## config.mk

```make
export PLATFORM = sky130hd
export DESIGN_NAME = html_layout_stack
export DESIGN_NICKNAME = d
export VERILOG_FILES = /design/src/rtl/html_layout_stack.sv
export SDC_FILE = /design/constraint.sdc
export NUM_CORES = 1
export LEC_CHECK = 0
export CORE_MARGIN = 3
export CORE_UTILIZATION = 40
export DETAILED_ROUTE_END_ITERATION = 16
export SLEW_MARGIN = 20
export SYNTH_ARGS = -nofsm -noshare
export SYNTH_HDL_FRONTEND = slang
export SYNTH_SLANG_ARGS = --single-unit
export TNS_END_PERCENT = 1
```

## constraint.sdc

```tcl
create_clock -name clock -period 5.8 [get_ports clock]
set_input_delay 0.58 -clock clock [delete_from_list [all_inputs] [get_ports clock]]
set_output_delay 0.58 -clock clock [all_outputs]
set_load 0.02 [all_outputs]
```

## src/rtl/html_layout_stack.sv

```systemverilog
// Layout-context engine: a DEPTH-deep stack of cursor/style contexts for nested div/p tags.
// Optional HTML_LINE_WRAP_EN wraps the text cursor at SCREEN_W instead of letting cur_x roll over.
module html_layout_stack #(
    parameter int DEPTH    = 8,
    parameter int X_W      = 9,
    parameter int Y_W      = 8,
    parameter int COLOR_W  = 3,
    parameter int VAL_W    = 9,
    parameter int FONT_W   = 8,
    parameter int FONT_H   = 8,
    parameter int KERN     = 1,
    parameter int SCREEN_W = 320
) (
    input  logic                       clock,
    input  logic                       reset,
    input  logic                       tag_start,
    input  logic                       tag_is_block,
    input  logic                       attr_valid,
    input  logic [2:0]                 attr_type,
    input  logic [VAL_W-1:0]           attr_value,
    input  logic                       tag_end,
    input  logic                       close_valid,
    input  logic                       glyph_adv,
    input  logic                       rect_done,
    output logic [X_W-1:0]             cur_x,
    output logic [Y_W-1:0]             cur_y,
    output logic [COLOR_W-1:0]         cur_color,
    output logic [VAL_W-1:0]           cur_size,
    output logic [X_W-1:0]             rect_x,
    output logic [Y_W-1:0]             rect_y,
    output logic [X_W-1:0]             rect_w,
    output logic [Y_W-1:0]             rect_h,
    output logic [COLOR_W-1:0]         rect_bg,
    output logic [COLOR_W-1:0]         rect_border_color,
    output logic                       rect_has_border,
    output logic                       rect_start,
    output logic                       busy,
    output logic [$clog2(DEPTH+1)-1:0] depth,
    output logic                       overflow_err,
    output logic                       underflow_err,
    output logic                       proto_err
);
    localparam int DW     = $clog2(DEPTH + 1);
    localparam int AW     = (DEPTH > 1) ? $clog2(DEPTH) : 1;
    localparam int SKIP_W = 8;

    typedef enum logic [1:0] {S_IDLE, S_ATTR, S_EMIT, S_WAIT} state_t;

    typedef struct packed {
        logic [X_W-1:0]     cx;
        logic [Y_W-1:0]     cy;
        logic [X_W-1:0]     lx;
        logic [COLOR_W-1:0] color;
        logic [VAL_W-1:0]   size;
        logic [VAL_W-1:0]   padding;
        logic [VAL_W-1:0]   margin;
        logic [X_W-1:0]     bx;
        logic [Y_W-1:0]     by;
        logic [X_W-1:0]     rw;
        logic [Y_W-1:0]     rh;
    } ctx_t;

    function automatic logic [VAL_W-1:0] clamp_size(input logic [VAL_W-1:0] v);
        return (v == '0) ? VAL_W'(1) : v;
    endfunction

    function automatic logic [X_W-1:0] glyph_step(input logic [VAL_W-1:0] size);
        return X_W'((FONT_W + KERN) * int'(size));
    endfunction

    function automatic logic [Y_W-1:0] row_height(input logic [VAL_W-1:0] size);
        return Y_W'(int'(size) * FONT_H);
    endfunction

`ifdef HTML_LINE_WRAP_EN
    function automatic logic line_full(input logic [X_W-1:0] cx, input logic [VAL_W-1:0] size);
        return (int'(cx) + 2 * (FONT_W + KERN) * int'(size)) > (SCREEN_W - 1);
    endfunction
`endif

    state_t              state, state_n;
    ctx_t                w, w_n, top;
    ctx_t                stack [DEPTH];
    logic                blk, blk_n, discard, disc_n, push;
    logic [SKIP_W-1:0]   skip, skip_n;
    logic [DW-1:0]       depth_n;
    logic [X_W-1:0]      rx_n;
    logic [Y_W-1:0]      ry_n;
    logic [COLOR_W-1:0]  bg_n, bc_n;
    logic                hb_n, oerr_n, uerr_n, proto_hit;

    assign top = stack[AW'(depth - DW'(1))];

    // The popped cursor and block geometry are recomputed from the inner context, not restored.
    logic unused_top;
    assign unused_top = ^{top.cx, top.cy, top.bx, top.by, top.rw, top.rh};

    assign cur_x     = w.cx;
    assign cur_y     = w.cy;
    assign cur_color = w.color;
    assign cur_size  = w.size;
    assign rect_w    = w.rw;
    assign rect_h    = w.rh;
    assign busy      = (state != S_IDLE);

    always_comb begin
        proto_hit = 1'b0;
        case (state)
            S_ATTR: proto_hit = tag_start | close_valid | glyph_adv | rect_done;
            S_EMIT: proto_hit = tag_start | close_valid | glyph_adv | rect_done | attr_valid | tag_end;
            S_WAIT: proto_hit = tag_start | close_valid | glyph_adv | attr_valid | tag_end;
            default: proto_hit = 1'b0;
        endcase
    end

    always_ff @(posedge clock or posedge reset) begin
        if (reset) state <= S_IDLE;
        else       state <= state_n;
    end

    always_comb begin
        state_n = state;
        case (state)
            S_IDLE: if (!close_valid && tag_start) state_n = S_ATTR;
            S_ATTR: if (tag_end) state_n = (blk && !discard) ? S_EMIT : S_IDLE;
            S_EMIT: state_n = S_WAIT;
            S_WAIT: if (rect_done) state_n = S_IDLE;
            default: state_n = S_IDLE;
        endcase
    end

    always_comb begin
        w_n     = w;
        blk_n   = blk;
        disc_n  = discard;
        skip_n  = skip;
        depth_n = depth;
        rx_n    = rect_x;
        ry_n    = rect_y;
        bg_n    = rect_bg;
        bc_n    = rect_border_color;
        hb_n    = rect_has_border;
        oerr_n  = overflow_err;
        uerr_n  = underflow_err;
        push    = 1'b0;
        case (state)
            S_IDLE: begin
                if (close_valid) begin
                    if (skip != '0) begin
                        skip_n = skip - SKIP_W'(1);
                    end else if (depth == '0) begin
                        uerr_n = 1'b1;
                    end else begin
                        depth_n = depth - DW'(1);
                        w_n.cx  = top.lx;
                        w_n.lx  = top.lx;
                        if (tag_is_block) begin
                            w_n.cy = w.by + w.rh + Y_W'(w.margin);
                            w_n.bx = top.lx;
                            w_n.by = w.by + w.rh + Y_W'(w.margin);
                        end else begin
                            w_n.cy = w.cy + row_height(w.size);
                        end
                        w_n.color   = top.color;
                        w_n.size    = top.size;
                        w_n.padding = top.padding;
                        w_n.margin  = top.margin;
                    end
                end else if (tag_start) begin
                    blk_n = tag_is_block;
                    if (depth < DW'(DEPTH)) begin
                        push    = 1'b1;
                        depth_n = depth + DW'(1);
                        disc_n  = 1'b0;
                    end else begin
                        oerr_n = 1'b1;
                        skip_n = skip + SKIP_W'(1);
                        disc_n = 1'b1;
                    end
                end else if (glyph_adv) begin
`ifdef HTML_LINE_WRAP_EN
                    if (line_full(w.cx, w.size)) begin
                        w_n.cx = w.lx;
                        w_n.cy = w.cy + row_height(w.size);
                    end else
`endif
                    w_n.cx = w.cx + glyph_step(w.size);
                end
            end
            S_ATTR: begin
                if (attr_valid && !discard) begin
                    case (attr_type)
                        3'd0: w_n.color = COLOR_W'(attr_value);
                        3'd1: w_n.size  = clamp_size(attr_value);
                        3'd2: w_n.rw    = X_W'(attr_value);
                        3'd3: w_n.rh    = Y_W'(attr_value);
                        3'd4: bg_n      = COLOR_W'(attr_value);
                        3'd5: begin
                            w_n.padding = attr_value;
                            w_n.cx      = w.cx + X_W'(attr_value);
                            w_n.cy      = w.cy + Y_W'(attr_value);
                        end
                        3'd6: begin
                            w_n.margin = attr_value;
                            w_n.bx     = w.bx + X_W'(attr_value);
                            w_n.by     = w.by + Y_W'(attr_value);
                        end
                        default: begin
                            hb_n = 1'b1;
                            bc_n = COLOR_W'(attr_value);
                        end
                    endcase
                end
                if (tag_end && blk && !discard) begin
                    rx_n = w.bx;
                    ry_n = w.by;
                end
            end
            S_WAIT: begin
                if (rect_done) begin
                    w_n.cx = w.bx + X_W'(w.padding);
                    w_n.cy = w.by + Y_W'(w.padding);
                    w_n.lx = w.bx + X_W'(w.padding);
                end
            end
            default: ;
        endcase
    end

    always_ff @(posedge clock) begin
        if (push) stack[AW'(depth)] <= w;
    end

    always_ff @(posedge clock or posedge reset) begin
        if (reset) begin
            w                 <= '0;
            w.size            <= VAL_W'(1);
            blk               <= 1'b0;
            discard           <= 1'b0;
            skip              <= '0;
            depth             <= '0;
            rect_x            <= '0;
            rect_y            <= '0;
            rect_bg           <= '0;
            rect_border_color <= '0;
            rect_has_border   <= 1'b0;
            rect_start        <= 1'b0;
            overflow_err      <= 1'b0;
            underflow_err     <= 1'b0;
            proto_err         <= 1'b0;
        end else begin
            w                 <= w_n;
            blk               <= blk_n;
            discard           <= disc_n;
            skip              <= skip_n;
            depth             <= depth_n;
            rect_x            <= rx_n;
            rect_y            <= ry_n;
            rect_bg           <= bg_n;
            rect_border_color <= bc_n;
            rect_has_border   <= hb_n;
            rect_start        <= (state == S_EMIT);
            overflow_err      <= oerr_n;
            underflow_err     <= uerr_n;
            proto_err         <= proto_err | proto_hit;
        end
    end
endmodule

```

==> qor.csv <==
metric,value,unit
total routed wirelength,56300,um
largest fanout on the critical path,41,
WL per Instance,24.8,um
Final Hold Fails,0,
Netlist cell types,64,
Post-CTS Setup Bufs,0,
startpoint types,flip-flop,
max incr delay on CP,860,ps
Longest Clk Path Bufs,3,
Vias/cell,5.69,
CTS HTree Levels,2,
DIE WIDTH,235,um
Top Metal Used,met4,
Layout Skew,23.4,ps
maximum VDD drop,0.000396,V
Worst Setup End Kind,flip-flop,
Relative slew margins,0.284,
Synth async-reset ratio,0.304,
CTS Hold Bufs,0,
ranking of synthesized cells by area,"edfxtp_1, dfrtp_1, mux4_2",
multi-input logic area,0.00773,mm2
vias in the first global route,13200,
wire length on met1,25300,um
DIE AREA,0.0550,mm2
Final Cycle Share,0.602,
FF-to-FF setup slack,2310,ps
CTS sink cnt,437,
CTS resizes,0,
fillers,4517,
Die Ht,235,um
R2R Path Start,depth[0],
final setup vio count,0,
first-pass GRT wire length,85300,um
worst min path class,primary input to asynchronous set/reset pin,
max-slew violation count,0,
Tot Pwr,0.0155,W
Reg area,0.0125,mm2
via count,12900,
Mapped Nets,1593,
CP arrival,4000,ps
Slew @ Worst Pin,1070,ps
Final Critical Period,3490,ps
Mapped Cells,1472,
worst skew pair latency,610,ps
Placed Instances,2176,
Core ar.,0.0515,mm2
largest net degree at the start of global routing,55,
pre-CTS setup slack,1810,ps
layout cells sized above 1,0.162,
Boundary Pins,100,
row cnt,83,
Overflow after GRT,0,
#FFs+latches synth,437,
met3 wire len,3070,um
worst-path cell chain,inv_1 -> ha_4 -> buf_4 -> mux4_2 -> mux2i_1 -> o22a_1 -> o21ai_0,
antenna cells,0,
Initial Util,0.406,
area share of the largest cell type after synthesis,0.437,
synthesized cell area,0.0209,mm2
drt drc,0,
post-synthesis sequential area ratio,0.596,
Worst R2R Path Depth,7,
kind of critical path,flip-flop to flip-flop,
synth-to-layout area growth,15.9,%
initial antenna violation count,1,
CTS tree,built,
WP data required,6310,ps
CP Capture Point,cur_size[0],
nets,1670,
r2r endpoint,cur_size[0],
drt pass-1 iters,6,
Met2 Wirelength,26700,um
total CTS buffers,47,
predominant post-synthesis flop cell,edfxtp_1,
RSZ-0062 raised after global routing,no,
"non-filler cells, final",2268,
PwrDens,640,mW/mm2
CTS Root Cell,clkbuf_16,
Setup Total Neg Slack,0,ps
Iter 0 DRT Violations,1272,
Post-synth EDFFs,304,
top cell type by total area after synthesis,edfxtp_1,
Max Cap Viol,0,
Routed Antenna Nets,0,
outcome,completed,
Commonest cells post-synth,"edfxtp_1, dfrtp_1, nand2_1",
final worst slack,2310,ps
warnings from Yosys,0,
GPL Wtd Cong,0.855,
syn_area_per_cell,14.2,um2
Port-buffer cells,99,
final core area utilization,0.470,
Critical path origin,depth[0],
fmax,0.287,GHz
Leak,9.08,nW
GRT Overall Usage,0.209,
Worst-path clk slew,60,ps
DP HPWL,37000,um
"count leader, synth",edfxtp_1,
slowest cell on the critical path,dfrtp_4,
## sequential cells by signal (all words and copies together) (netlist names), 9 cells and up, named ones only
register / cells
cur_size: 9
w: 43
stack: 304
rect_w: 9
cur_x: 9
rect_x: 9
## area by class of cell
cell class,instances,area share
tap,680,0.0351
clock buffer,60,0.0531
inverter,47,0.00749
clock inverter,28,0.0158
sequential,437,0.515
multi-input combinational,883,0.319
timing repair buffer,133,0.0544
## cell usage in the layout (no fill, tap or decap), types with 46 or more instances in the layout
cell type / instances
edfxtp_1: 304
dfrtp_1: 131
nor2_1: 56
clkbuf_16: 47
ha_1: 78
nand2_1: 125
o21ai_0: 67
a21oi_1: 73
clkdlybuf4s50_1: 99
mux2_2: 48
a21o_1: 47
mux4_2: 76
inv_1: 46
## worst min-delay path by stage
stage / endpoint / from / slack (ps)
2_1_floorplan: skip[7] / skip[7] / 450
3_3_place_gp: rect_has_border / rect_has_border / 450
3_5_place_dp: overflow_err / overflow_err / 460
4_1_cts: overflow_err / reset / 380
5_1_grt: overflow_err / reset / 410
6_report: skip[0] / reset / 380
## power breakdown
part	internal, W	total (W)	switching (W)
sequential	0.00417	0.00509	0.000922
combinational	0.00310	0.00721	0.00411
clock	0.00190	0.00321	0.00130
## critical path: cells and delay by family, from the launching register on
kind                     cells  cell delay (ps)
AO/OA/AOI/OAI                2              270
adder cells (fa/ha/maj)      1              760
buffers and inverters        2              820
flip-flops                   1              860
multiplexers                 2              650
## cells by family (layout without fill, tap and decap cells)
| family | after synthesis | count (layout) | share of synthesized area |
|---|---|---|---|
| xor+xnor | 69 | 69 | 0.0289 |
| compound gates | 314 | 314 | 0.100 |
| fa+ha+maj | 100 | 100 | 0.0674 |
| buf+inv | 152 | 268 | 0.0379 |
| mux | 136 | 136 | 0.114 |
| flops | 437 | 437 | 0.596 |
| simple gates | 264 | 264 | 0.0556 |
## through the flow
step / instance area, um2 / hold slack, ps
after detailed placement: 22500 / 463
after floorplan: 20900 / 446
after CTS: 24100 / 381
after global routing: 24200 / 410
after global placement: 22400 / 455
final: 24200 / 380
## metal layers
metal  global-route usage  vias up
met3               0.0328       73
met1                0.300     6689
met5                    0        -
met4               0.0487        0
met2                0.336      408
li1                     -     5724
Power figures use the tool's default switching activity.
